`config.mk`:
```
export PLATFORM = sky130hd
export DESIGN_NAME = hazard_forward_unit_flat
export DESIGN_NICKNAME = d
export VERILOG_FILES = /design/src/rtl/hazard_forward_unit_if.sv /design/src/rtl/hazard_forward_unit.sv /design/src/flat_wrapper.sv
export SDC_FILE = /design/constraint.sdc
export NUM_CORES = 1
export LEC_CHECK = 0
export ABC_AREA = 1
export ABC_CLOCK_PERIOD_IN_PS = 4040
export CORE_ASPECT_RATIO = 0.75
export CORE_MARGIN = 10
export CORE_UTILIZATION = 53
export DETAILED_ROUTE_END_ITERATION = 10
export GPL_ROUTABILITY_DRIVEN = 1
export GPL_TIMING_DRIVEN = 0
export PLACE_DENSITY = 0.94
export SYNTH_ARGS = -nofsm -noshare
export SYNTH_HDL_FRONTEND = slang
export SYNTH_SLANG_ARGS = --single-unit
```
`constraint.sdc`:
```
create_clock -name clk -period 4.04 [get_ports clk]
set_input_delay 0.808 -clock clk [delete_from_list [all_inputs] [get_ports clk]]
set_output_delay 0.808 -clock clk [all_outputs]
set_load 0.03 [all_outputs]
```
`src/rtl/hazard_forward_unit_if.sv`:
```
// Pipeline-side bundle between the ID/EXE/MEM/WB stages and the hazard/forwarding unit.
interface hazard_forward_unit_if #(
  parameter int unsigned REG_AW = 4,
  parameter int unsigned MC_CW  = 4,
  parameter int unsigned CNT_W  = 16
);
  // ID stage
  logic              id_valid;
  logic [REG_AW-1:0] src1;
  logic [REG_AW-1:0] src2;
  logic              two_src;
  logic              id_mc_start;
  logic              flush;
  // Downstream destinations
  logic [REG_AW-1:0] exe_dest;
  logic              exe_wb_en;
  logic              exe_mem_r_en;
  logic [REG_AW-1:0] mem_dest;
  logic              mem_wb_en;
  logic [REG_AW-1:0] wb_dest;
  logic              wb_en;
  // Controls back to the pipeline
  logic              hazard;
  logic              mc_busy;
  logic              freeze;
  logic [1:0]        fwd_sel_a;
  logic [1:0]        fwd_sel_b;
  logic [MC_CW-1:0]  mc_count;
  logic [CNT_W-1:0]  stall_count;

  modport master (
    output id_valid, src1, src2, two_src, id_mc_start, flush,
    output exe_dest, exe_wb_en, exe_mem_r_en, mem_dest, mem_wb_en, wb_dest, wb_en,
    input  hazard, mc_busy, freeze, fwd_sel_a, fwd_sel_b, mc_count, stall_count
  );

  modport slave (
    input  id_valid, src1, src2, two_src, id_mc_start, flush,
    input  exe_dest, exe_wb_en, exe_mem_r_en, mem_dest, mem_wb_en, wb_dest, wb_en,
    output hazard, mc_busy, freeze, fwd_sel_a, fwd_sel_b, mc_count, stall_count
  );
endinterface

```
`src/rtl/hazard_forward_unit.sv`:
```
// Hazard detection, EXE operand forwarding and multi-cycle freeze control for the 5-stage pipeline.
module hazard_forward_unit #(
  parameter int unsigned REG_AW    = 4,
  parameter int unsigned FWD_EN    = 1,
  parameter int unsigned MC_CYCLES = 8,
  parameter int unsigned MC_CW     = 4,
  parameter int unsigned CNT_W     = 16
) (
  input  logic                   clk,
  input  logic                   rst,
  hazard_forward_unit_if.slave   bus
);

  typedef enum logic [1:0] {
    IDLE = 2'd0,
    BUSY = 2'd1,
    DONE = 2'd2
  } mc_state_e;

  localparam logic [MC_CW-1:0] MC_LOAD = MC_CW'(MC_CYCLES - 1);
  localparam logic [CNT_W-1:0] CNT_MAX = {CNT_W{1'b1}};

  mc_state_e         state_q, state_d;
  logic [MC_CW-1:0]  mc_count_q, mc_count_d;
  logic [CNT_W-1:0]  stall_q, stall_d;
  logic              ex_valid_q, ex_valid_d;
  logic              ex_two_q, ex_two_d;
  logic [REG_AW-1:0] ex_src1_q, ex_src1_d;
  logic [REG_AW-1:0] ex_src2_q, ex_src2_d;

  logic              hit_exe_c, hit_mem_c, hazard_c;
  logic              mc_req_c, mc_busy_c, freeze_c;
  logic [1:0]        fwd_a_c, fwd_b_c;

  // RAW detection of the ID sources against the EXE and MEM destinations
  always_comb begin
    hit_exe_c = bus.exe_wb_en &&
                ((bus.src1 == bus.exe_dest) || (bus.two_src && (bus.src2 == bus.exe_dest)));
    hit_mem_c = bus.mem_wb_en &&
                ((bus.src1 == bus.mem_dest) || (bus.two_src && (bus.src2 == bus.mem_dest)));
    if (FWD_EN != 0) begin
      // With forwarding only a load still in EXE cannot supply its result in time
      hazard_c = bus.id_valid && bus.exe_mem_r_en && hit_exe_c;
    end else begin
      hazard_c = bus.id_valid && (hit_exe_c || hit_mem_c);
    end
  end

  // Multi-cycle next state; a pending data hazard delays the start, reset blocks it
  always_comb begin
    state_d    = state_q;
    mc_count_d = mc_count_q;
    mc_busy_c  = 1'b0;
    mc_req_c   = rst && bus.id_valid && bus.id_mc_start && !hazard_c && !bus.flush;
    case (state_q)
      IDLE: begin
        mc_busy_c = mc_req_c;
        if (mc_req_c) begin
          if (MC_CYCLES == 1) begin
            state_d = DONE;
          end else begin
            state_d    = BUSY;
            mc_count_d = MC_LOAD;
          end
        end
      end
      BUSY: begin
        mc_busy_c = 1'b1;
        if (bus.flush) begin
          state_d    = IDLE;
          mc_count_d = '0;
        end else if (mc_count_q == MC_CW'(1)) begin
          state_d    = DONE;
          mc_count_d = '0;
        end else begin
          mc_count_d = mc_count_q - MC_CW'(1);
        end
      end
      DONE: begin
        // One unfrozen cycle lets the op leave ID before a new start is considered
        state_d    = IDLE;
        mc_count_d = '0;
      end
      default: begin
        state_d    = IDLE;
        mc_count_d = '0;
      end
    endcase
  end

  assign freeze_c = hazard_c | mc_busy_c;

  // ID/EXE source shadow and saturating freeze counter
  always_comb begin
    ex_valid_d = 1'b0;
    ex_src1_d  = ex_src1_q;
    ex_src2_d  = ex_src2_q;
    ex_two_d   = ex_two_q;
    if (!(freeze_c || bus.flush)) begin
      ex_valid_d = bus.id_valid;
      ex_src1_d  = bus.src1;
      ex_src2_d  = bus.src2;
      ex_two_d   = bus.two_src;
    end
    stall_d = stall_q;
    if (freeze_c && (stall_q != CNT_MAX)) begin
      stall_d = stall_q + CNT_W'(1);
    end
  end

  // EXE operand selects; the younger MEM result wins over WB
  always_comb begin
    fwd_a_c = 2'b00;
    fwd_b_c = 2'b00;
    if ((FWD_EN != 0) && ex_valid_q) begin
      if (bus.mem_wb_en && (bus.mem_dest == ex_src1_q)) begin
        fwd_a_c = 2'b01;
      end else if (bus.wb_en && (bus.wb_dest == ex_src1_q)) begin
        fwd_a_c = 2'b10;
      end
      if (ex_two_q) begin
        if (bus.mem_wb_en && (bus.mem_dest == ex_src2_q)) begin
          fwd_b_c = 2'b01;
        end else if (bus.wb_en && (bus.wb_dest == ex_src2_q)) begin
          fwd_b_c = 2'b10;
        end
      end
    end
  end

  // Multi-cycle state register
  always_ff @(posedge clk or negedge rst) begin
    if (!rst) begin
      state_q    <= IDLE;
      mc_count_q <= '0;
    end else begin
      state_q    <= state_d;
      mc_count_q <= mc_count_d;
    end
  end

  // Shadow and counter registers
  always_ff @(posedge clk or negedge rst) begin
    if (!rst) begin
      ex_valid_q <= 1'b0;
      ex_src1_q  <= '0;
      ex_src2_q  <= '0;
      ex_two_q   <= 1'b0;
      stall_q    <= '0;
    end else begin
      ex_valid_q <= ex_valid_d;
      ex_src1_q  <= ex_src1_d;
      ex_src2_q  <= ex_src2_d;
      ex_two_q   <= ex_two_d;
      stall_q    <= stall_d;
    end
  end

  assign bus.hazard      = hazard_c;
  assign bus.mc_busy     = mc_busy_c;
  assign bus.freeze      = freeze_c;
  assign bus.fwd_sel_a   = fwd_a_c;
  assign bus.fwd_sel_b   = fwd_b_c;
  assign bus.mc_count    = mc_count_q;
  assign bus.stall_count = stall_q;

endmodule

```
`src/flat_wrapper.sv`:
```
// flat-port wrapper written by rule: the top's interface ports become plain ports
module hazard_forward_unit_flat 
#(
  parameter int unsigned REG_AW    = 4,
  parameter int unsigned FWD_EN    = 1,
  parameter int unsigned MC_CYCLES = 8,
  parameter int unsigned MC_CW     = 4,
  parameter int unsigned CNT_W     = 16
)
  (clk, rst, bus_id_valid, bus_src1, bus_src2, bus_two_src, bus_id_mc_start, bus_flush, bus_exe_dest, bus_exe_wb_en, bus_exe_mem_r_en, bus_mem_dest, bus_mem_wb_en, bus_wb_dest, bus_wb_en, bus_hazard, bus_mc_busy, bus_freeze, bus_fwd_sel_a, bus_fwd_sel_b, bus_mc_count, bus_stall_count);
  hazard_forward_unit_if #(.REG_AW(REG_AW), .MC_CW(MC_CW), .CNT_W(CNT_W)) bus_i ();
  input  logic clk;
  input  logic rst;
  input wire logic [$bits(bus_i.id_valid)-1:0] bus_id_valid;
  input wire logic [$bits(bus_i.src1)-1:0] bus_src1;
  input wire logic [$bits(bus_i.src2)-1:0] bus_src2;
  input wire logic [$bits(bus_i.two_src)-1:0] bus_two_src;
  input wire logic [$bits(bus_i.id_mc_start)-1:0] bus_id_mc_start;
  input wire logic [$bits(bus_i.flush)-1:0] bus_flush;
  input wire logic [$bits(bus_i.exe_dest)-1:0] bus_exe_dest;
  input wire logic [$bits(bus_i.exe_wb_en)-1:0] bus_exe_wb_en;
  input wire logic [$bits(bus_i.exe_mem_r_en)-1:0] bus_exe_mem_r_en;
  input wire logic [$bits(bus_i.mem_dest)-1:0] bus_mem_dest;
  input wire logic [$bits(bus_i.mem_wb_en)-1:0] bus_mem_wb_en;
  input wire logic [$bits(bus_i.wb_dest)-1:0] bus_wb_dest;
  input wire logic [$bits(bus_i.wb_en)-1:0] bus_wb_en;
  output wire logic [$bits(bus_i.hazard)-1:0] bus_hazard;
  output wire logic [$bits(bus_i.mc_busy)-1:0] bus_mc_busy;
  output wire logic [$bits(bus_i.freeze)-1:0] bus_freeze;
  output wire logic [$bits(bus_i.fwd_sel_a)-1:0] bus_fwd_sel_a;
  output wire logic [$bits(bus_i.fwd_sel_b)-1:0] bus_fwd_sel_b;
  output wire logic [$bits(bus_i.mc_count)-1:0] bus_mc_count;
  output wire logic [$bits(bus_i.stall_count)-1:0] bus_stall_count;
  assign bus_i.id_valid = bus_id_valid;
  assign bus_i.src1 = bus_src1;
  assign bus_i.src2 = bus_src2;
  assign bus_i.two_src = bus_two_src;
  assign bus_i.id_mc_start = bus_id_mc_start;
  assign bus_i.flush = bus_flush;
  assign bus_i.exe_dest = bus_exe_dest;
  assign bus_i.exe_wb_en = bus_exe_wb_en;
  assign bus_i.exe_mem_r_en = bus_exe_mem_r_en;
  assign bus_i.mem_dest = bus_mem_dest;
  assign bus_i.mem_wb_en = bus_mem_wb_en;
  assign bus_i.wb_dest = bus_wb_dest;
  assign bus_i.wb_en = bus_wb_en;
  assign bus_hazard = bus_i.hazard;
  assign bus_mc_busy = bus_i.mc_busy;
  assign bus_freeze = bus_i.freeze;
  assign bus_fwd_sel_a = bus_i.fwd_sel_a;
  assign bus_fwd_sel_b = bus_i.fwd_sel_b;
  assign bus_mc_count = bus_i.mc_count;
  assign bus_stall_count = bus_i.stall_count;
  hazard_forward_unit #(.REG_AW(REG_AW), .FWD_EN(FWD_EN), .MC_CYCLES(MC_CYCLES), .MC_CW(MC_CW), .CNT_W(CNT_W)) u_core (.clk(clk), .rst(rst), .bus(bus_i));
endmodule
```
==> results.cfg, run 1 <==
[final_layout]
regArea_sq_um = 800.8
area_growth_pct = 32.52
diodes = 0
final_cell_mix = 106 x nand2_1, 55 x clkdlybuf4s50_1, 32 x dfrtp_1
mostFrequentLayoutCell = nand2_1
layout.nets = 386
multi_input_area_sq_mm = 0.001225
n_fill_cell = 303
drive_gt1_share_pct = 9.887
fin_cells = 409
fin_util_pct = 72.27
fin_area_sq_mm = 0.002912

[global_routing]
grt_use_met3_pct = 4.724
antenna_found_initial = 0
grtUsageTotal_pct = 16.84
grt_pass1_vias = 2029
grt_pass1_wl_um = 9618
grt_max_degree = 34
grt_busiest_layer = met2
grtUsageMet1_pct = 20.45
use_met2_pct = 28.72
gr-total-overflow = 0

[cts]
cts_tree = built
cts_buffers = 5
cts_setup_buffers = 0
cts.path.max_buffers = 2
cts.repair.resized = 0
clkTransAtPathRegs_ps = 60
cts-htree-levels = 2
insertion_delay_ps = 280
clockRootBuffer = clkbuf_8
clock_sinks = 32
cts_hold_buf = 0

[floorplanning]
initial_core_util_pct = 54.53
ios = 57
core_area_sq_mm = 0.004029
fp.dieW_um = 94.35
rows = 20
die_h_um = 75.76
dieArea_sq_mm = 0.007148

[place]
port_buffers = 56
postPlaceCellArea_sq_mm = 0.002821
post-dp-hpwl_um = 4486
routabilityCongestion = 0.9041
dp_cells = 401

[synth]
synth_warnings = 0
avgSynthCellArea_sq_um = 7.576
synth_seq_area_share_pct = 36.45
synth_cell_types = 33
syn_area_sq_mm = 0.002197
synth_seq_cells = 32
synthMuxAreaShare_pct = 0
syn_nets = 323
synth_top_area_share_pct = 36.45
synth_top_family_by_area = simple AND/OR/NAND/NOR gates
synthXorXnorAreaFrac_pct = 9.966
yosys.area.top_type = dfrtp_1
yosys.area_share.simple_pct = 38.33
synthTopCellsByArea = dfrtp_1 36%, nand2_1 18%, xor2_1 5.2%
synth-adder-area-share_pct = 1.708
syn_inst = 290
synth-compound-area-share_pct = 5.752

[worst_setup_path]
rr_startpoint = u_core.bus.stall_count[0]
cp.required_ps = 3230
worst_ep_arrival_time_ps = 3020
rr_worst_depth = 9
rrSetupSlack_ps = 2210
start_kind = input port
crit_path_max_fanout = 33
worstReg2RegEnd = u_core.bus.stall_count[14]
critPathKind = in -> out
end_kind = primary output

[drt]
drc = 0
drt-initial-drc-count = 114
num_vias = 2098
firstDrtPassIters = 4
wl_um = 5790
wire_per_inst_um = 14.16
ant_nets = 0
avgViaCountPerCell = 5.130

[run]
max_cap_violations = 0

[power]
power_density_mw_per_mm2 = 359.8
power.total_uw = 1048
leakagePower_uw = 0.001416
max-vdd-ir-drop_uv = 309.6

[sta]
hold_violations = 0
fin_worst_skew_ps = 5.760
finalMaxSlewViolations = 0
setup_viol = 0
worst_slew_pin_slew_ps = 740.0
period_needed_ps = 3829
fmax_ghz = 0.2612
max-slew-margin-rel_pct = 50.67
rsz0062_at_grt = false
finalCritPeriodShare_pct = 94.77

[min_path]
hold_start = u_core.ex_two_q
holdPathEnd = u_core.ex_two_q
min_path_type = reg -> reg
hold_path_depth = 2

[outcome]
status = complete, no violations
## final cells by class
class	count	share of cell area [%]
Buffer	4	2.020
Sequential cell	32	27.50
Timing Repair Buffer	56	19.08
Clock buffer	8	3.094
Inverter	30	3.868
Tap cell	55	2.364
Multi-Input combinational cell	224	42.07
## kinds of logic (layout without fill, tap and decap cells)
family | after synthesis | in the layout
AOI/OAI and AO/OA | 17 | 17
and+or+nand+nor | 179 | 179
buffers and inverters | 34 | 98
xor gates and xnor gates | 25 | 25
DFF | 32 | 32
adders and majority gates | 3 | 3
## per-stage QoR
stage	worst slack (ps)	TNS, ps	hold slack [ps]
3_3_place_gp	-768.3	-1380	473.9
4_1_cts	179.2	0	492.4
2_1_floorplan	1075	0	448.8
3_5_place_dp	175.5	0	477.7
5_1_grt	27.24	0	518.7
6_report	211.1	0	497.3
## state kept, by name, indices dropped and copies added (netlist names)
name	flops
u_core.bus.mc_count	4
u_core.bus.stall_count	16
u_core.ex_src1_q	4
u_core.ex_src2_q	4
u_core.ex_two_q	1
u_core.ex_valid_q	1
u_core.state_q	2
## per-layer routing
layer	up-vias	share of wire, %
met2	58	50
met5	-	0
li1	1050	-
met1	983	43
met3	7	5.6
met4	0	0.85
## worst max-delay path: stages
cell             delay [ps]
buf_2                   570
nand2_1                 100
inv_1                   120
nand3_1                 140
o211ai_4                270
buf_12                  180
buf_12                  140
clkdlybuf4s50_1         670
## report_power, final
part,internal [uW],switching [uW]
Clock,139,112
Combinational,164,210
Sequential,364,59.2
Total,666,381
## worst max-delay path by stage
stage	from	to	slack, ps	cells past startpoint
2_1_floorplan	bus_mem_dest[0]	bus_fwd_sel_b[1]	1080	5
3_3_place_gp	rst	bus_freeze	-770	8
3_5_place_dp	rst	bus_freeze	180	8
4_1_cts	rst	bus_freeze	180	8
5_1_grt	rst	bus_freeze	30	8
6_report	rst	bus_freeze	210	8
## cell usage after synthesis (all sizes together)
cell type	n
nand2	111
dfrtp	32
inv	30
nand3	28
nor2	26
xor2	13
xnor2	12
nor3	7
o21ai	6
buf	4
a21oi	3
ha	3
nand4	3
a211oi	2
o2111ai	2
o22ai	2
a221oi	1
nand3b	1
nor4	1
nor4b	1
o211ai	1
or2	1
(Power assumes the default switching activity.)
==> run 2, diff against run 1 <==
ABC_AREA = not set   (was 1)
CORE_UTILIZATION = 50   (was 53)
PLACE_DENSITY = 0.93   (was 0.94)
==> run 2 against run 1 <==
  * Die area shrank 7.3%
  * Fmax fell by 1.0%
  * Non-clock buffer count did not move
  * Clock-buffer cell count shrank 2
  * First-iteration DRC count fell by 6.1%
  * Clock power grew 2%
  * Worst setup slack worse by 39 ps
  * Sequential share of layout area up 3.4 points
  * Synthesized cell count shrank 39%
  * Cell area shrank 11%
==> results.cfg, run 2 <==
[outcome]
status = complete, no violations

[sta]
finalMaxSlewViolations = 0
setup_viol = 0
fin_worst_skew_ps = 8.465
period_needed_ps = 3868
finalCritPeriodShare_pct = 95.74
fmax_ghz = 0.2585
hold_violations = 0
worst_slew_pin_slew_ps = 720.9
rsz0062_at_grt = false
max-slew-margin-rel_pct = 51.94

[floorplanning]
ios = 57
core_area_sq_mm = 0.003637
rows = 19
initial_core_util_pct = 51.57
die_h_um = 73.04
fp.dieW_um = 90.72
dieArea_sq_mm = 0.006626

[final_layout]
fin_util_pct = 71.21
drive_gt1_share_pct = 7.917
largest_reg_flops = 16
layout.nets = 272
final_cell_mix = 53 x clkdlybuf4s50_1, 32 x dfrtp_1, 21 x xnor2_1
n_fill_cell = 279
area_growth_pct = 38.09
diodes = 0
fin_cells = 292
mostFrequentLayoutCell = clkdlybuf4s50_1

[synth]
yosys.area.top_type = dfrtp_1
syn_area_sq_mm = 0.001876
syn_inst = 176
synth-edff-count = 0
synthTopCellsByArea = dfrtp_1 43%, xnor2_1 9.8%, xor2_1 5.6%
yosysMostFrequentCell = dfrtp_1
synth_seq_area_share_pct = 42.70
synthArstFlopShare_pct = 100.0
syn_nets = 209
synth_top_area_share_pct = 42.70
synth_seq_cells = 32
synth_warnings = 0
synth_cell_types = 39
synth_common_cells = 32 x dfrtp_1, 21 x xnor2_1, 12 x xor2_1
ys.flop_type = dfrtp_1
avgSynthCellArea_sq_um = 10.66

[worst_setup_path]
crit_path_max_fanout = 2
critPathBufInv = 3
crit_family = buffers and inverters
worst-path-stages = 6
end_kind = primary output
rrSetupSlack_ps = 2050
critPathKind = in -> out
cp.required_ps = 3230
critPathLaunch = bus_mem_dest[1]
rr_startpoint = u_core.bus.stall_count[0]
start_kind = input port
slowest_stage = clkdlybuf4s50_1
cp_common_cell = clkdlybuf4s50_1
crit_path_max_incr_delay_ps = 670
crit_chain = clkdlybuf4s50_1 > inv_1 > a222oi_1 > nor4b_1 > and3_1 > clkdlybuf4s50_1
worst_ep_arrival_time_ps = 3060
rr_worst_depth = 6

[cts]
insertion_delay_ps = 280
cts.path.max_buffers = 2
cts_tree = built
clock_sinks = 32
clkTransAtPathRegs_ps = 70
cts_buffers = 5
cts-htree-levels = 2
cts_hold_buf = 0
clockRootBuffer = clkbuf_8

[global_routing]
grtUsageTotal_pct = 15.49
antenna_found_initial = 0
grt_pass1_wl_um = 8438
grt_pass1_vias = 1726
gr-total-overflow = 0
grt_max_degree = 34

[place]
post-dp-hpwl_um = 3967
dp_cells = 284
port_buffers = 56
routabilityCongestion = 0.8102

[run]
max_cap_violations = 0

[drt]
num_vias = 1670
ant_nets = 0
drt-initial-drc-count = 107
wire_per_inst_um = 17.78
wl_um = 5192
firstDrtPassIters = 4
avgViaCountPerCell = 5.719
drc = 0

[power]
leakagePower_uw = 0.001068
power_density_mw_per_mm2 = 421.4
max-vdd-ir-drop_uv = 394.1

[min_path]
min_path_type = reg -> reg
hold_start = u_core.bus.stall_count[11]
hold_path_depth = 1
run 2: kinds of logic (layout without fill, tap and decap cells):
logic type      after synthesis  after routing  synth area share, %
mux                          13             13                7.805
flops                        32             32                42.70
simple gates                 51             51                15.48
xor+xnor                     33             33                15.41
buf+inv                      12             76                2.802
fa+ha+maj                     3              3                2.002
compound gates               32             32                13.81
run 2: report_power, final:
group	switching [uW]	internal [uW]	leakage (uW)	total, uW
Sequential	64.2	374	0.000406	438
Clock	120	136	0.0000510	256
Combinational	214	183	0.000612	397
run 2: final cells by class:
cell class / instances / area, sq um / area share, %
Tap cell: 52 / 65.06 / 2.512
Clock inverter: 2 / 10.01 / 0.3865
Clock buffer: 6 / 82.58 / 3.188
Timing Repair Buffer: 56 / 556.8 / 21.50
Buffer: 4 / 22.52 / 0.8696
Multi-Input combinational cell: 132 / 1022 / 39.47
Sequential cell: 32 / 800.8 / 30.92
Inverter: 8 / 30.03 / 1.159
run 2: what timing repair did:
item	CTS	global route
pin swaps	0	0
gates cloned	0	0
setup buffers	0	0
resized for setup	1	1
setup endpoints to repair	1	1
run 2: final timing paths:
check,to
hold / removal,u_core.bus.stall_count[11]
hold reg to reg,u_core.bus.stall_count[11]
setup / recovery,bus_fwd_sel_b[0]
max in group asynchronous,u_core.ex_src1_q[2]
min in group asynchronous,u_core.bus.stall_count[6]
setup reg to reg,u_core.bus.stall_count[1]
run 2: metal layers:
metal / routed length [um] / up-vias / global-route usage [%]
met3: 409 / 9 / 4.830
met2: 2427 / 67 / 26.34
met1: 2291 / 811 / 18.94
met4: 63 / 0 / 3.345
met5: 0 / - / 0
li1: - / 783 / -
run 2: through the flow:
step                setup slack (ps)  area (sq um)  total power [uW]  setup TNS, ps  hold slack, ps
floorplan                       1106          1876             665.9              0           478.0
global placement              -786.3          2501             821.6          -1443           490.9
detailed placement             17.72          2496             839.2              0           494.6
CTS                            41.58          2587              1097              0           509.7
global route                   24.65          2590              1152              0           554.6
finish                         172.1          2590              1091              0           512.8
==> run 3, diff against run 2 <==
SETUP_SLACK_MARGIN = 0.05   (was not set)
==> run 3 against run 2 <==
  * Clock power is essentially flat
  * Register-to-register slack is essentially flat
  * Cell area is essentially flat
  * Wire length is essentially flat
  * Sequential share of layout area is essentially flat
==> results.cfg, run 3 (same netlist as run 2, synthesis figures left out) <==
[drt]
drt-initial-drc-count = 103
num_vias = 1672
ant_nets = 0
avgViaCountPerCell = 5.726
firstDrtPassIters = 4
drc = 0
wire_per_inst_um = 17.78
wl_um = 5193

[worst_setup_path]
slowest_stage = or4_4
worst_ep_arrival_time_ps = 2990
critPathKind = in -> out
start_kind = input port
crit_path_max_incr_delay_ps = 540
end_kind = primary output
crit_chain = clkdlybuf4s50_1 > xor2_1 > or4_4 > o22ai_4 > or2_2 > a21oi_1 > dlygate4sd2_1
crit_path_max_fanout = 10
cp.required_ps = 3230

[global_routing]
grt_max_degree = 34
grt_pass1_vias = 1726
gr-total-overflow = 0
antenna_found_initial = 0
grt_pass1_wl_um = 8438
grtUsageTotal_pct = 15.49

[final_layout]
final_cell_mix = 53 x clkdlybuf4s50_1, 32 x dfrtp_1, 21 x xnor2_1
drive_gt1_share_pct = 8.333
largest_reg_flops = 16
diodes = 0
layout.nets = 272
fin_cells = 292
mostFrequentLayoutCell = clkdlybuf4s50_1
n_fill_cell = 278
area_growth_pct = 38.23
fin_util_pct = 71.28

[sta]
max-slew-margin-rel_pct = 51.91
period_needed_ps = 3797
fmax_ghz = 0.2634
fin_worst_skew_ps = 8.458
setup_viol = 0
rsz0062_at_grt = false
hold_violations = 0
finalMaxSlewViolations = 0
finalCritPeriodShare_pct = 93.98
worst_slew_pin_slew_ps = 721.3

[place]
dp_cells = 284
post-dp-hpwl_um = 3967
routabilityCongestion = 0.8102
port_buffers = 56

[cts]
clockRootBuffer = clkbuf_8
cts_buffers = 5
insertion_delay_ps = 280
clkTransAtPathRegs_ps = 70
clock_sinks = 32
cts.path.max_buffers = 2
cts-htree-levels = 2
cts_setup_buffers = 0
cts_hold_buf = 0
cts_tree = built

[power]
power.total_uw = 1093
power_density_mw_per_mm2 = 421.5
max-vdd-ir-drop_uv = 394.2
leakagePower_uw = 0.001058

[floorplanning]
dieArea_sq_mm = 0.006626
initial_core_util_pct = 51.57
rows = 19
fp.dieW_um = 90.72
ios = 57
die_h_um = 73.04
core_area_sq_mm = 0.003637

[outcome]
status = complete, no violations

[run]
max_cap_violations = 0

[min_path]
min_path_type = reg -> reg
[run 3: cell types whose count changed in the layout (fill, tap and decap cells not counted)]
cell,change
nor4b_2,+1
dlygate4sd2_1,+1
dlymetal6s2s_1,-1
nor4b_1,-1
[run 3: path summary, 6_finish.rpt]
kind                                            start                    endpoint  slack, ps  depth (start not counted)
max in group asynchronous                         rst         u_core.ex_src1_q[2]       3000                          1
min reg2reg                u_core.bus.stall_count[11]  u_core.bus.stall_count[11]        510                          1
max reg2reg                         u_core.state_q[0]      u_core.bus.mc_count[2]       2040                          5
max                                   bus_exe_dest[2]                 bus_mc_busy        240                          7
min in group asynchronous                         rst   u_core.bus.stall_count[6]        580                          1
min                        u_core.bus.stall_count[11]  u_core.bus.stall_count[11]        510                          1
[run 3: per-layer routing]
layer  global-route usage, %  share of wire (%)  vias to the layer above
li1                        -                  -                      782
met1                   18.94                 44                      810
met2                   26.34                 47                       71
met3                   4.830                8.0                        9
met4                   3.345                1.2                        0
met5                       0                  0                        -
[run 3: metrics by stage]
stage / hold WS [ps] / setup TNS, ps / area [sq um] / setup slack [ps]
after floorplan: 478.0 / 0 / 1876 / 1106
after global routing: 554.6 / 0 / 2592 / 141.0
final: 512.8 / 0 / 2592 / 243.4
after detailed placement: 494.6 / 0 / 2496 / 17.72
after CTS: 509.7 / 0 / 2586 / 163.2
after global placement: 490.9 / -1443 / 2501 / -786.3
[run 3: where the power goes]
part	switching (uW)	internal, uW	leakage, uW
Sequential	64.3	374	0.000406
Clock	120	136	0.0000510
Combinational	215	183	0.000601
Total	399	693	0.00106
[run 3: final cells by class]
cell class              instances  area, sq um  share of cell area [%]
multi-input cells             132         1028                   39.67
flip-flops and latches         32        800.8                   30.89
repair buffers                 56        553.0                   21.33
clock buffers                   6        82.58                   3.185
well taps                      52        65.06                   2.510
inverters                       8        30.03                   1.158
plain buffers                   4        22.52                  0.8687
clock inverters                 2        10.01                  0.3861
[run 3: timing repair]
item                       4_1_cts  5_1_grt
setup endpoints to repair        2        1
gates resized for setup          2        1
cloned                           0        0
[run 3: worst max-delay path: cells and delay by family]
family / cells / cell delay, ps
buffers and inverters: 2 / 830
and+or+nand+nor: 2 / 780
AOI/OAI and AO/OA: 2 / 370
xor gates and xnor gates: 1 / 210
==> patch, RTL diff (config.mk and constraints of run 3) <==
Encoding of `mc_state_e`: now one-hot (3 bits for 3 states).
--- a/src/rtl/hazard_forward_unit.sv
+++ b/src/rtl/hazard_forward_unit.sv
@@ -13,6 +13,6 @@
 
-  typedef enum logic [1:0] {
-    IDLE = 2'd0,
-    BUSY = 2'd1,
-    DONE = 2'd2
+  typedef enum logic [2:0] {
+    IDLE = 3'b001,
+    BUSY = 3'b010,
+    DONE = 3'b100
   } mc_state_e;
Function: no difference found for any inputs over 10 cycles, from zero or initial values and one cycle with rst low; not proved beyond that.
==> patch against run 3 <==
- core utilization grew 0.93 points
- routed wire length shrank 1.5%
- sequential cell count grew 1
- setup slack lost 28 ps
- power shrank 12%
- design area grew 4.0%
- synthesized area grew 4.8%
- worst hold slack gained 12 ps
- critical endpoint is now bus_hazard
- largest power group unchanged
==> patch: results (changes against run 3) <==
* Status: finished clean
* Longest Clk Path Bufs at 2 (unchanged)
* Worst EP arrival at 3020 ps (+30 ps)
* H-tree depth at 2 (unchanged)
* Initial antenna violation count at 0 (unchanged)
* WL/cell at 16.6 µm (-6.9%)
* R2r setup slk at 1710 ps (-330 ps)
* Pin count of the biggest net entering global routing at 35 (+2.9%)
* Seq/Total Area, Yosys at 42.1% (-0.62 points)
* Mean Syn Cell Area at 10.2 µm² (-4.4%)
* Cts bufs inserted at 5 (unchanged)
* Number of I/O port buffers at 56 (unchanged)
* Leakage at 1.15 nW (+8.6%)
* Hold path start: u_core.bus.stall_count[0]
* DRT iter0 DRCs at 106 (+2.9%)
* Diode count at 0 (unchanged)
* Distinct cell type count after synthesis at 43 (+10%)
* Clock latency at the later pin of the worst-skew pair at 290 ps
* Skew final at 3.85 ps (-4.60 ps)
* Number of setup buffers added after CTS at 0 (unchanged)
* Hold crit path type: flop to flop
* Global routing usage on met1 at 20.0% (+1.1 points)
* Vias per inst at 5.56 (-3.0%)
* NumNets Final at 289 (+6.3%)
* Post-synth EDFFs at 0 (unchanged)
* GRT met2 Usage at 23.0% (-3.4 points)
* Layout cells sized above 1 at 14.0% (+5.7 points)
* Routed vias at 1717 (+2.7%)
* Hold path endpoint: u_core.bus.stall_count[0]
* Ys async rst share at 100% (unchanged)
* Max reg flops at 16 (unchanged)
* Commonest cells post-synth: dfrtp_1 (32), xnor2_1 (22), mux2_2 (14)
* Worst r2r src: u_core.state_q[0]
* Gpl congestion at 0.856 (+5.7%)
* M3 GR Usage at 5.33% (+0.50 points)
* First-pass GRT wire length at 8.42 mm (-0.17%)
* Initial DRT Pass Iterations at 4 (unchanged)
* Slew headroom at 50.6% (-1.4 points)
* FF-to-FF End: u_core.ex_src2_q[3]
* Placed Instances at 301 (+6.0%)
* CTS root buffer: clkbuf_8
* Top cells by area, synth: dfrtp_1 (41%), xnor2_1 (9.8%), mux2_2 (8.0%), xor2_1 (3.6%), o211ai_1 (3.4%)
* DP Wirelength at 3.99 mm (+0.53%)
* Syn nets at 226 (+8.1%)
* GR Util All Layers at 15.5% (about the same)
* Max FO, Critical Path at 10 (unchanged)
* Switching share of power at 31.6% (-5.0 points)
* Yosys warning total at 0 (unchanged)
* Peak supply drop at 0.277 mV (-30%)
patch: cell types whose count changed in the layout (fill, tap and decap cells not counted), sizes merged, moves of 4 or more:
cell	change
nand2b	+4
o211ai	+6
nand2	+8
xor2	-4
o21ai	+4
o2111ai	-7
patch: worst max-delay path by stage:
| stage | startpoint | end | depth (start not counted) |
|---|---|---|---|
| finish | bus_exe_dest[0] | bus_hazard | 6 |
| global route | bus_exe_dest[0] | bus_hazard | 6 |
| CTS | bus_exe_dest[0] | bus_freeze | 7 |
| detailed placement | bus_exe_dest[0] | bus_mc_busy | 8 |
| global placement | rst | bus_mc_busy | 5 |
| floorplan | bus_exe_dest[3] | bus_mc_busy | 6 |
patch: area by class of cell:
type,instances,area [µm²]
clock buffers,7,96.3
plain buffers,6,38.8
flip-flops and latches,33,827
fillers,277,1040
repair buffers,56,557
inverters,9,33.8
well taps,52,65.1
multi-input cells,145,1070
clock inverters,1,5.00
patch: logic make-up (layout without fill, tap and decap cells):
kind of cell    count (synthesis)  in the layout  share of synthesized area (%)
simple gates                   65             65                           18.5
compound gates                 33             33                           12.5
buf+inv                        15             79                           3.63
xor+xnor                       30             30                           13.4
mux                            14             14                           8.02
fa+ha+maj                       3              3                           1.91
flops                          33             33                           42.1
patch: power by group through the flow:
stage	clock network, mW	registers (mW)	logic, mW
2_1_floorplan	0	0.463	0.105
4_1_cts	0.280	0.415	0.277
5_1_grt	0.293	0.423	0.297
3_5_place_dp	0	0.421	0.276
3_3_place_gp	0	0.418	0.270
6_report	0.274	0.415	0.273
patch: per-layer routing:
metal  up-vias  part of all wire, %
li1        832                    -
met1       815                   47
met2        59                   43
met3        11                  7.9
met4         0                  2.0
met5         -                    0
patch: per-stage QoR:
stage | util (%) | hold slack [ps] | area, µm² | worst slack (ps)
after floorplan | - | 493 | 1970 | 1200
after global placement | 69.4 | 506 | 2590 | -1030
after detailed placement | 69.3 | 519 | 2590 | -120
after CTS | 72.1 | 529 | 2690 | 68.7
after global routing | 72.2 | 549 | 2700 | 88.0
final | 72.2 | 525 | 2700 | 215
patch: what timing repair did:
| item | CTS | global route |
|---|---|---|
| hold endpoints to repair | 0 | 0 |
| setup endpoints to repair | 1 | 2 |
| resized for setup | 2 | 3 |
| gates cloned | 0 | 0 |
patch: worst max-delay path: stages:
cell and delay (ps):
clkdlybuf4s50_1 450, xor2_1 200, nor4_1 280, o2bb2ai_1 240, clkbuf_2 310, clkdlybuf4s50_1 720
